===== config.mk =====
export PLATFORM = sky130hd
export DESIGN_NAME = multi_cycle_seq_flat
export DESIGN_NICKNAME = d
export VERILOG_FILES = /design/src/rtl/cpu_seq_pkg.sv /design/src/rtl/multi_cycle_seq_if.sv /design/src/rtl/wait_timer.sv /design/src/rtl/multi_cycle_seq.sv /design/src/flat_wrapper.sv
export SDC_FILE = /design/constraint.sdc
export NUM_CORES = 1
export LEC_CHECK = 0
export BUFFER_PORTS_ARGS = -buffer_cell sky130_fd_sc_hd__buf_4
export CAP_MARGIN = 20
export CORE_MARGIN = 2
export CORE_UTILIZATION = 52
export CTS_BUF_LIST = sky130_fd_sc_hd__clkbuf_8
export DETAILED_ROUTE_END_ITERATION = 7
export PLACE_DENSITY = 0.93
export SKIP_CTS_REPAIR_TIMING = 1
export SLEW_MARGIN = 5
export SYNTH_ARGS = -nofsm -noshare
export SYNTH_HDL_FRONTEND = slang
export SYNTH_SLANG_ARGS = --single-unit
export TNS_END_PERCENT = 5

===== constraint.sdc =====
create_clock -name clk -period 2.8 [get_ports clk]
set_input_delay 0.56 -clock clk [delete_from_list [all_inputs] [get_ports clk]]
set_output_delay 0.56 -clock clk [all_outputs]
set_load 0.01 [all_outputs]

===== src/rtl/cpu_seq_pkg.sv =====
// Shared constants, opcode table and state encodings for the multi-cycle sequencer.
// Pure definitions; no latency or flow control of its own.
package cpu_seq_pkg;

  // Constants
  localparam int OPC_W   = 7;
  localparam int STATE_W = 3;
  localparam int WAIT_W  = 4;

  localparam logic [STATE_W-1:0] S_IDLE      = 3'd0;
  localparam logic [STATE_W-1:0] S_FETCH     = 3'd1;
  localparam logic [STATE_W-1:0] S_DECODE    = 3'd2;
  localparam logic [STATE_W-1:0] S_EXECUTE   = 3'd3;
  localparam logic [STATE_W-1:0] S_MEMORY    = 3'd4;
  localparam logic [STATE_W-1:0] S_WRITEBACK = 3'd5;
  localparam logic [STATE_W-1:0] S_TRAP      = 3'd6;

  typedef enum logic [STATE_W-1:0] {
    ST_IDLE      = 3'd0,
    ST_FETCH     = 3'd1,
    ST_DECODE    = 3'd2,
    ST_EXECUTE   = 3'd3,
    ST_MEMORY    = 3'd4,
    ST_WRITEBACK = 3'd5,
    ST_TRAP      = 3'd6
  } state_e;

  localparam logic [OPC_W-1:0] OPC_LOAD   = 7'b0000011;
  localparam logic [OPC_W-1:0] OPC_STORE  = 7'b0100011;
  localparam logic [OPC_W-1:0] OPC_BRANCH = 7'b1100011;
  localparam logic [OPC_W-1:0] OPC_JAL    = 7'b1101111;
  localparam logic [OPC_W-1:0] OPC_JALR   = 7'b1100111;
  localparam logic [OPC_W-1:0] OPC_OP     = 7'b0110011;
  localparam logic [OPC_W-1:0] OPC_OPIMM  = 7'b0010011;
  localparam logic [OPC_W-1:0] OPC_LUI    = 7'b0110111;
  localparam logic [OPC_W-1:0] OPC_AUIPC  = 7'b0010111;

  typedef enum logic [2:0] {
    CLS_ILLEGAL,
    CLS_ALU,
    CLS_LOAD,
    CLS_STORE,
    CLS_BRANCH
  } op_class_e;

  function automatic op_class_e classify(input logic [OPC_W-1:0] opc);
    case (opc)
      OPC_LOAD:   return CLS_LOAD;
      OPC_STORE:  return CLS_STORE;
      OPC_BRANCH: return CLS_BRANCH;
      OPC_JAL, OPC_JALR, OPC_OP, OPC_OPIMM, OPC_LUI, OPC_AUIPC: return CLS_ALU;
      default:    return CLS_ILLEGAL;
    endcase
  endfunction

endpackage


===== src/rtl/multi_cycle_seq_if.sv =====
// Bundle of sequencer inputs (load status, memory word, branch target) and its outputs.
// master is the environment side, slave is the sequencer side.
interface multi_cycle_seq_if #(
  parameter int DATA_W = 32,
  parameter int CNT_W  = 32
);
  logic              UartOver;
  logic [DATA_W-1:0] MemInstr;
  logic [DATA_W-1:0] NextPc;
  logic [DATA_W-1:0] PcOut;
  logic [DATA_W-1:0] InstrOut;
  logic              MemReadEn;
  logic              MemWriteEn;
  logic              RegWriteEn;
  logic [2:0]        State;
  logic              IllegalInstr;
  logic [CNT_W-1:0]  CycleCnt;
  logic [CNT_W-1:0]  RetireCnt;

  modport master (
    output UartOver, MemInstr, NextPc,
    input  PcOut, InstrOut, MemReadEn, MemWriteEn, RegWriteEn,
           State, IllegalInstr, CycleCnt, RetireCnt
  );

  modport slave (
    input  UartOver, MemInstr, NextPc,
    output PcOut, InstrOut, MemReadEn, MemWriteEn, RegWriteEn,
           State, IllegalInstr, CycleCnt, RetireCnt
  );
endinterface


===== src/rtl/wait_timer.sv =====
// Memory wait-state timer: load MEM_LAT, count down, done high on the last wait cycle.
// done is registered-state decode, 0 extra latency; no backpressure.
module wait_timer
  import cpu_seq_pkg::*;
#(
  parameter int MEM_LAT = 2
) (
  input  logic clk,
  input  logic rst_n,
  input  logic load,
  output logic done
);
  logic [WAIT_W-1:0] cnt_q, cnt_d;

  always_comb begin
    cnt_d = cnt_q;
    if (load)
      cnt_d = WAIT_W'(MEM_LAT);
    else if (cnt_q != '0)
      cnt_d = cnt_q - WAIT_W'(1);
  end

  always_ff @(posedge clk or negedge rst_n) begin
    if (!rst_n) cnt_q <= '0;
    else        cnt_q <= cnt_d;
  end

  assign done = (cnt_q == WAIT_W'(1));
endmodule


===== src/rtl/multi_cycle_seq.sv =====
// Multi-cycle instruction sequencer: FETCH/DECODE/EXECUTE/MEMORY/WRITEBACK with wait states.
// Latency per instruction is MEM_LAT+2 .. 2*MEM_LAT+3 cycles; stalls in IDLE while UartOver is low.
module multi_cycle_seq
  import cpu_seq_pkg::*;
#(
  parameter int                DATA_W  = 32,
  parameter int                MEM_LAT = 2,
  parameter int                CNT_W   = 32,
  parameter logic [DATA_W-1:0] BOOT_PC = '0
) (
  input logic              clk,
  input logic              reset,
  multi_cycle_seq_if.slave bus
);
  logic [STATE_W-1:0] state_q, state_d;
  logic [DATA_W-1:0]  pc_q, pc_d;
  logic [DATA_W-1:0]  instr_q, instr_d;
  logic               ill_q, ill_d;
  logic [CNT_W-1:0]   cyc_q, cyc_d;
  logic [CNT_W-1:0]   ret_q, ret_d;
  logic               wait_load, wait_done, end_instr;
  op_class_e          cls;

  // Classification reads only the registered instruction, keeping MemInstr off the strobe paths.
  assign cls = classify(instr_q[OPC_W-1:0]);

  always_comb begin
    state_d   = state_q;
    pc_d      = pc_q;
    instr_d   = instr_q;
    ill_d     = ill_q;
    cyc_d     = cyc_q;
    ret_d     = ret_q;
    end_instr = 1'b0;

    case (state_q)
      S_IDLE:      if (bus.UartOver) state_d = S_FETCH;
      S_FETCH:     if (wait_done) begin
                     instr_d = bus.MemInstr;
                     state_d = S_DECODE;
                   end
      S_DECODE:    if (cls == CLS_ILLEGAL) begin
                     state_d = S_TRAP;
                     ill_d   = 1'b1;
                   end else begin
                     state_d = S_EXECUTE;
                   end
      S_EXECUTE:   case (cls)
                     CLS_LOAD, CLS_STORE: state_d   = S_MEMORY;
                     CLS_BRANCH:          end_instr = 1'b1;
                     default:             state_d   = S_WRITEBACK;
                   endcase
      S_MEMORY:    if (wait_done) begin
                     if (cls == CLS_LOAD) state_d   = S_WRITEBACK;
                     else                 end_instr = 1'b1;
                   end
      S_WRITEBACK: end_instr = 1'b1;
      S_TRAP:      state_d = S_TRAP;
      default:     state_d = S_IDLE;
    endcase

    // Retirement only on a real hand-off to the next fetch; a drop to IDLE leaves PC and count alone.
    if (end_instr) begin
      if (bus.UartOver) begin
        state_d = S_FETCH;
        pc_d    = bus.NextPc;
        ret_d   = ret_q + CNT_W'(1);
      end else begin
        state_d = S_IDLE;
      end
    end

    if (state_q != S_IDLE && state_q != S_TRAP)
      cyc_d = cyc_q + CNT_W'(1);
  end

  assign wait_load = (state_d != state_q) &&
                     (state_d == S_FETCH || state_d == S_MEMORY);

  wait_timer #(.MEM_LAT(MEM_LAT)) u_wait_timer (
    .clk   (clk),
    .rst_n (reset),
    .load  (wait_load),
    .done  (wait_done)
  );

  always_ff @(posedge clk or negedge reset) begin
    if (!reset) begin
      state_q <= S_IDLE;
      pc_q    <= BOOT_PC;
      instr_q <= '0;
      ill_q   <= 1'b0;
      cyc_q   <= '0;
      ret_q   <= '0;
    end else begin
      state_q <= state_d;
      pc_q    <= pc_d;
      instr_q <= instr_d;
      ill_q   <= ill_d;
      cyc_q   <= cyc_d;
      ret_q   <= ret_d;
    end
  end

  assign bus.PcOut        = pc_q;
  assign bus.InstrOut     = instr_q;
  assign bus.State        = state_q;
  assign bus.IllegalInstr = ill_q;
  assign bus.CycleCnt     = cyc_q;
  assign bus.RetireCnt    = ret_q;
  assign bus.MemReadEn    = (state_q == S_MEMORY) && (cls == CLS_LOAD);
  assign bus.MemWriteEn   = (state_q == S_MEMORY) && (cls == CLS_STORE);
  assign bus.RegWriteEn   = (state_q == S_WRITEBACK);
endmodule


===== src/flat_wrapper.sv =====
// flat-port wrapper written by rule: the top's interface ports become plain ports
module multi_cycle_seq_flat import cpu_seq_pkg::*;
#(
  parameter int                DATA_W  = 32,
  parameter int                MEM_LAT = 2,
  parameter int                CNT_W   = 32,
  parameter logic [DATA_W-1:0] BOOT_PC = '0
)
  (clk, reset, bus_UartOver, bus_MemInstr, bus_NextPc, bus_PcOut, bus_InstrOut, bus_MemReadEn, bus_MemWriteEn, bus_RegWriteEn, bus_State, bus_IllegalInstr, bus_CycleCnt, bus_RetireCnt);
  multi_cycle_seq_if #(.DATA_W(DATA_W), .CNT_W(CNT_W)) bus_i ();
  input logic clk;
  input logic reset;
  input wire logic [$bits(bus_i.UartOver)-1:0] bus_UartOver;
  input wire logic [$bits(bus_i.MemInstr)-1:0] bus_MemInstr;
  input wire logic [$bits(bus_i.NextPc)-1:0] bus_NextPc;
  output wire logic [$bits(bus_i.PcOut)-1:0] bus_PcOut;
  output wire logic [$bits(bus_i.InstrOut)-1:0] bus_InstrOut;
  output wire logic [$bits(bus_i.MemReadEn)-1:0] bus_MemReadEn;
  output wire logic [$bits(bus_i.MemWriteEn)-1:0] bus_MemWriteEn;
  output wire logic [$bits(bus_i.RegWriteEn)-1:0] bus_RegWriteEn;
  output wire logic [$bits(bus_i.State)-1:0] bus_State;
  output wire logic [$bits(bus_i.IllegalInstr)-1:0] bus_IllegalInstr;
  output wire logic [$bits(bus_i.CycleCnt)-1:0] bus_CycleCnt;
  output wire logic [$bits(bus_i.RetireCnt)-1:0] bus_RetireCnt;
  assign bus_i.UartOver = bus_UartOver;
  assign bus_i.MemInstr = bus_MemInstr;
  assign bus_i.NextPc = bus_NextPc;
  assign bus_PcOut = bus_i.PcOut;
  assign bus_InstrOut = bus_i.InstrOut;
  assign bus_MemReadEn = bus_i.MemReadEn;
  assign bus_MemWriteEn = bus_i.MemWriteEn;
  assign bus_RegWriteEn = bus_i.RegWriteEn;
  assign bus_State = bus_i.State;
  assign bus_IllegalInstr = bus_i.IllegalInstr;
  assign bus_CycleCnt = bus_i.CycleCnt;
  assign bus_RetireCnt = bus_i.RetireCnt;
  multi_cycle_seq #(.DATA_W(DATA_W), .MEM_LAT(MEM_LAT), .CNT_W(CNT_W), .BOOT_PC(BOOT_PC)) u_core (.clk(clk), .reset(reset), .bus(bus_i));
endmodule

==> results.toml <==
[routing]
vias = 4965
drc_errors = 0
first_pass_iters = 5
vias_per_cell = 5.37
drtAntennaViolNets = 0
drt_wl_total_mm = 15.4
wl_per_cell_um = 16.6
drtIter0Drc = 391

[global_routing]
grt_pass1_wl_mm = 25.1
grt_pass1_vias = 5114
grt_antenna_before_repair = 0
grt-ovfl-total = 0
grt_usage = 0.253
grt_max_degree = 69

[clocking]
cts_root_buffer = "clkbuf_8"
clock_path_buffers = 2
cts_tree = "done"
clkSlewWorstSetupHoldPaths_ns = 0.08
cts_inserted_buffers = 17
insertion_delay_ns = 0.44
h-tree-depth = 4
cts.sinks = 136

[sta]
fin_setup_tns_ns = 0
slew_violations = 0
period_needed_ns = 2.53
hold_viol = 0
fin_crit_sh = 0.903
skew_ns = 0.0124
max-slew-margin-rel = 0.577
fmaxAchievable_ghz = 0.395
final.setup.worst_slack_ns = 0.271
worstMarginPinSlew_ns = 0.634
rsz0062_at_grt = "false"
setup_viol = 0

[logic_synthesis]
ys_seq_elements = 136
yosys-top-cells-count = "136 x dfrtp_1, 128 x nand2_1, 37 x xnor2_1, 33 x mux2_2, 27 x xor2_1"
synth-edff-count = 0
synth_top_area_share = 0.565
yosys-top-cells-area = "dfrtp_1 57%, nand2_1 8.0%, mux2_2 6.2%, xnor2_1 5.4%, xor2_1 3.9%"
syn_nets = 629
syn_area_um2 = 6020
netlist_instances = 557
yosysUniqueCellTypes = 46
synth-async-reset-ratio = 1.00
yosysWarnings = 0
yosysSeqAreaShare = 0.565
synth_ff_type = "dfrtp_1"
synth_area_leader_cell = "dfrtp_1"
synth.most_common_cell = "dfrtp_1"
avgSynthCellArea_um2 = 10.8

[final_layout]
area_growth_pct = 35.2
final_util = 0.716
final_cell_area_um2 = 8140
layout-drive-gt1-share = 0.371
final_cells = 924
diodes = 0
final_nets = 840

[place]
place_area_um2 = 7710
dp_slack_ns = 0.270
gp_congestion = 0.924
dpl.cell_count = 892
hpwl_mm = 11.2
portBuffers = 201

[setup_path]
ff2ff_path_depth = 9
worstPathRequired_ns = 3.15
crit_fanout = 17
r2r-start = "u_core.u_wait_timer.cnt_q[1]"
crit_path_end_kind = "flop"
startpoint = "u_core.u_wait_timer.cnt_q[1]"
crit_type = "reg2reg"
start_kind = "flop"
critPathArrivalTime_ns = 2.88

[outcome]
outcome = "completed"

[floorplanning]
initial_utilization = 0.530
dieArea_um2 = 12500
dieWidth_um = 112
rows = 39
fp.dieH_um = 112
coreArea_um2 = 11400
io-pin-count = 202

[pwr]
power_leakage_nw = 4.00
vdd_ir_drop_max_mv = 0.625
p_per_area_nw_per_um2 = 908

[run]
drv_cap = 0

[hold_path]
hold_class = "in2async"
[registers in the layout, indices dropped and copies added, names as in the netlist]
signal	flops
u_core.bus.CycleCnt	32
u_core.bus.IllegalInstr	1
u_core.bus.InstrOut	32
u_core.bus.PcOut	32
u_core.bus.RetireCnt	32
u_core.bus.State	3
u_core.u_wait_timer.cnt_q	4
[final timing paths]
check / endpoint / slack, ns
min: u_core.bus.RetireCnt[20] / 0.09
min in group clk: u_core.bus.PcOut[0] / 0.31
max reg2reg: u_core.bus.RetireCnt[25] / 0.27
max in group asynchronous: u_core.bus.InstrOut[4] / 1.87
max: u_core.bus.RetireCnt[25] / 0.27
min reg2reg: u_core.bus.CycleCnt[31] / 0.47
[layer usage]
layer	up-vias	wire length, µm	global-route usage
li1	2311	-	-
met1	2436	5950	0.294
met2	193	7870	0.428
met3	25	1250	0.0893
met4	0	306	0.105
met5	-	0	0
[layout by cell type (no fill, tap or decap), types with 3 or more instances in the layout]
| master | Yosys | layout |
|---|---|---|
| or3_1 | 4 | 4 |
| buf_4 | 0 | 209 |
| nand4_1 | 15 | 15 |
| ha_1 | 5 | 5 |
| xor2_1 | 27 | 27 |
| nor3_1 | 13 | 13 |
| a21oi_1 | 9 | 9 |
| nor3b_1 | 5 | 5 |
| nor2_1 | 17 | 17 |
| clkinvlp_4 | 0 | 4 |
| or2_2 | 4 | 4 |
| mux2_2 | 33 | 33 |
| nand3_1 | 26 | 26 |
| o211ai_1 | 5 | 5 |
| inv_1 | 14 | 14 |
| and4_1 | 3 | 3 |
| nor4_1 | 10 | 10 |
| nor4_2 | 4 | 4 |
| o21ai_0 | 3 | 3 |
| dfrtp_1 | 136 | 136 |
| xnor2_1 | 37 | 37 |
| nand2_1 | 128 | 128 |
| clkbuf_8 | 0 | 23 |
| and3_1 | 8 | 8 |
| o31ai_1 | 3 | 3 |
[worst max-delay path, cell delays in order (launching register included)]
cell and delay, ns:
dfrtp_1 0.39, inv_1 0.11, ha_1 0.18, nor3b_1 0.32, o211a_1 0.25, a21oi_1 0.09
nand2b_2 0.31, buf_4 0.25, nor4_1 0.35, xor2_1 0.20
[area by class of cell]
type                    count  area [µm²]
multi-input cells         388        2480
repair buffers            211        1600
fillers                   809        3230
inverters                  14        52.6
clock inverters             9         113
clock buffers              23         317
well taps                 143         179
flip-flops and latches    136        3400
[cell families (layout without fill, tap and decap cells)]
family	after synthesis	in the layout	share of synthesized area
XOR/XNOR	65	65	0.0958
flip-flops	136	136	0.565
AND/OR/NAND/NOR	255	255	0.209
multiplexers	33	33	0.0617
AO/OA/AOI/OAI	30	30	0.0335
buffers and inverters	33	257	0.0249
adder cells (fa/ha/maj)	5	5	0.0104
[stage by stage]
stage	power (mW)	hold slack [ns]
after floorplan	4.33	0.264
after global placement	5.57	0.458
after detailed placement	5.73	0.464
after CTS	7.46	0.116
after global routing	7.83	0.147
final	7.39	0.0920
[power breakdown]
group	internal [mW]	switching [mW]
Clock	0.937	0.757
Combinational	1.36	1.31
Sequential	2.55	0.478
Total	4.85	2.54
Note: power is estimated with default switching activity, not from simulation.
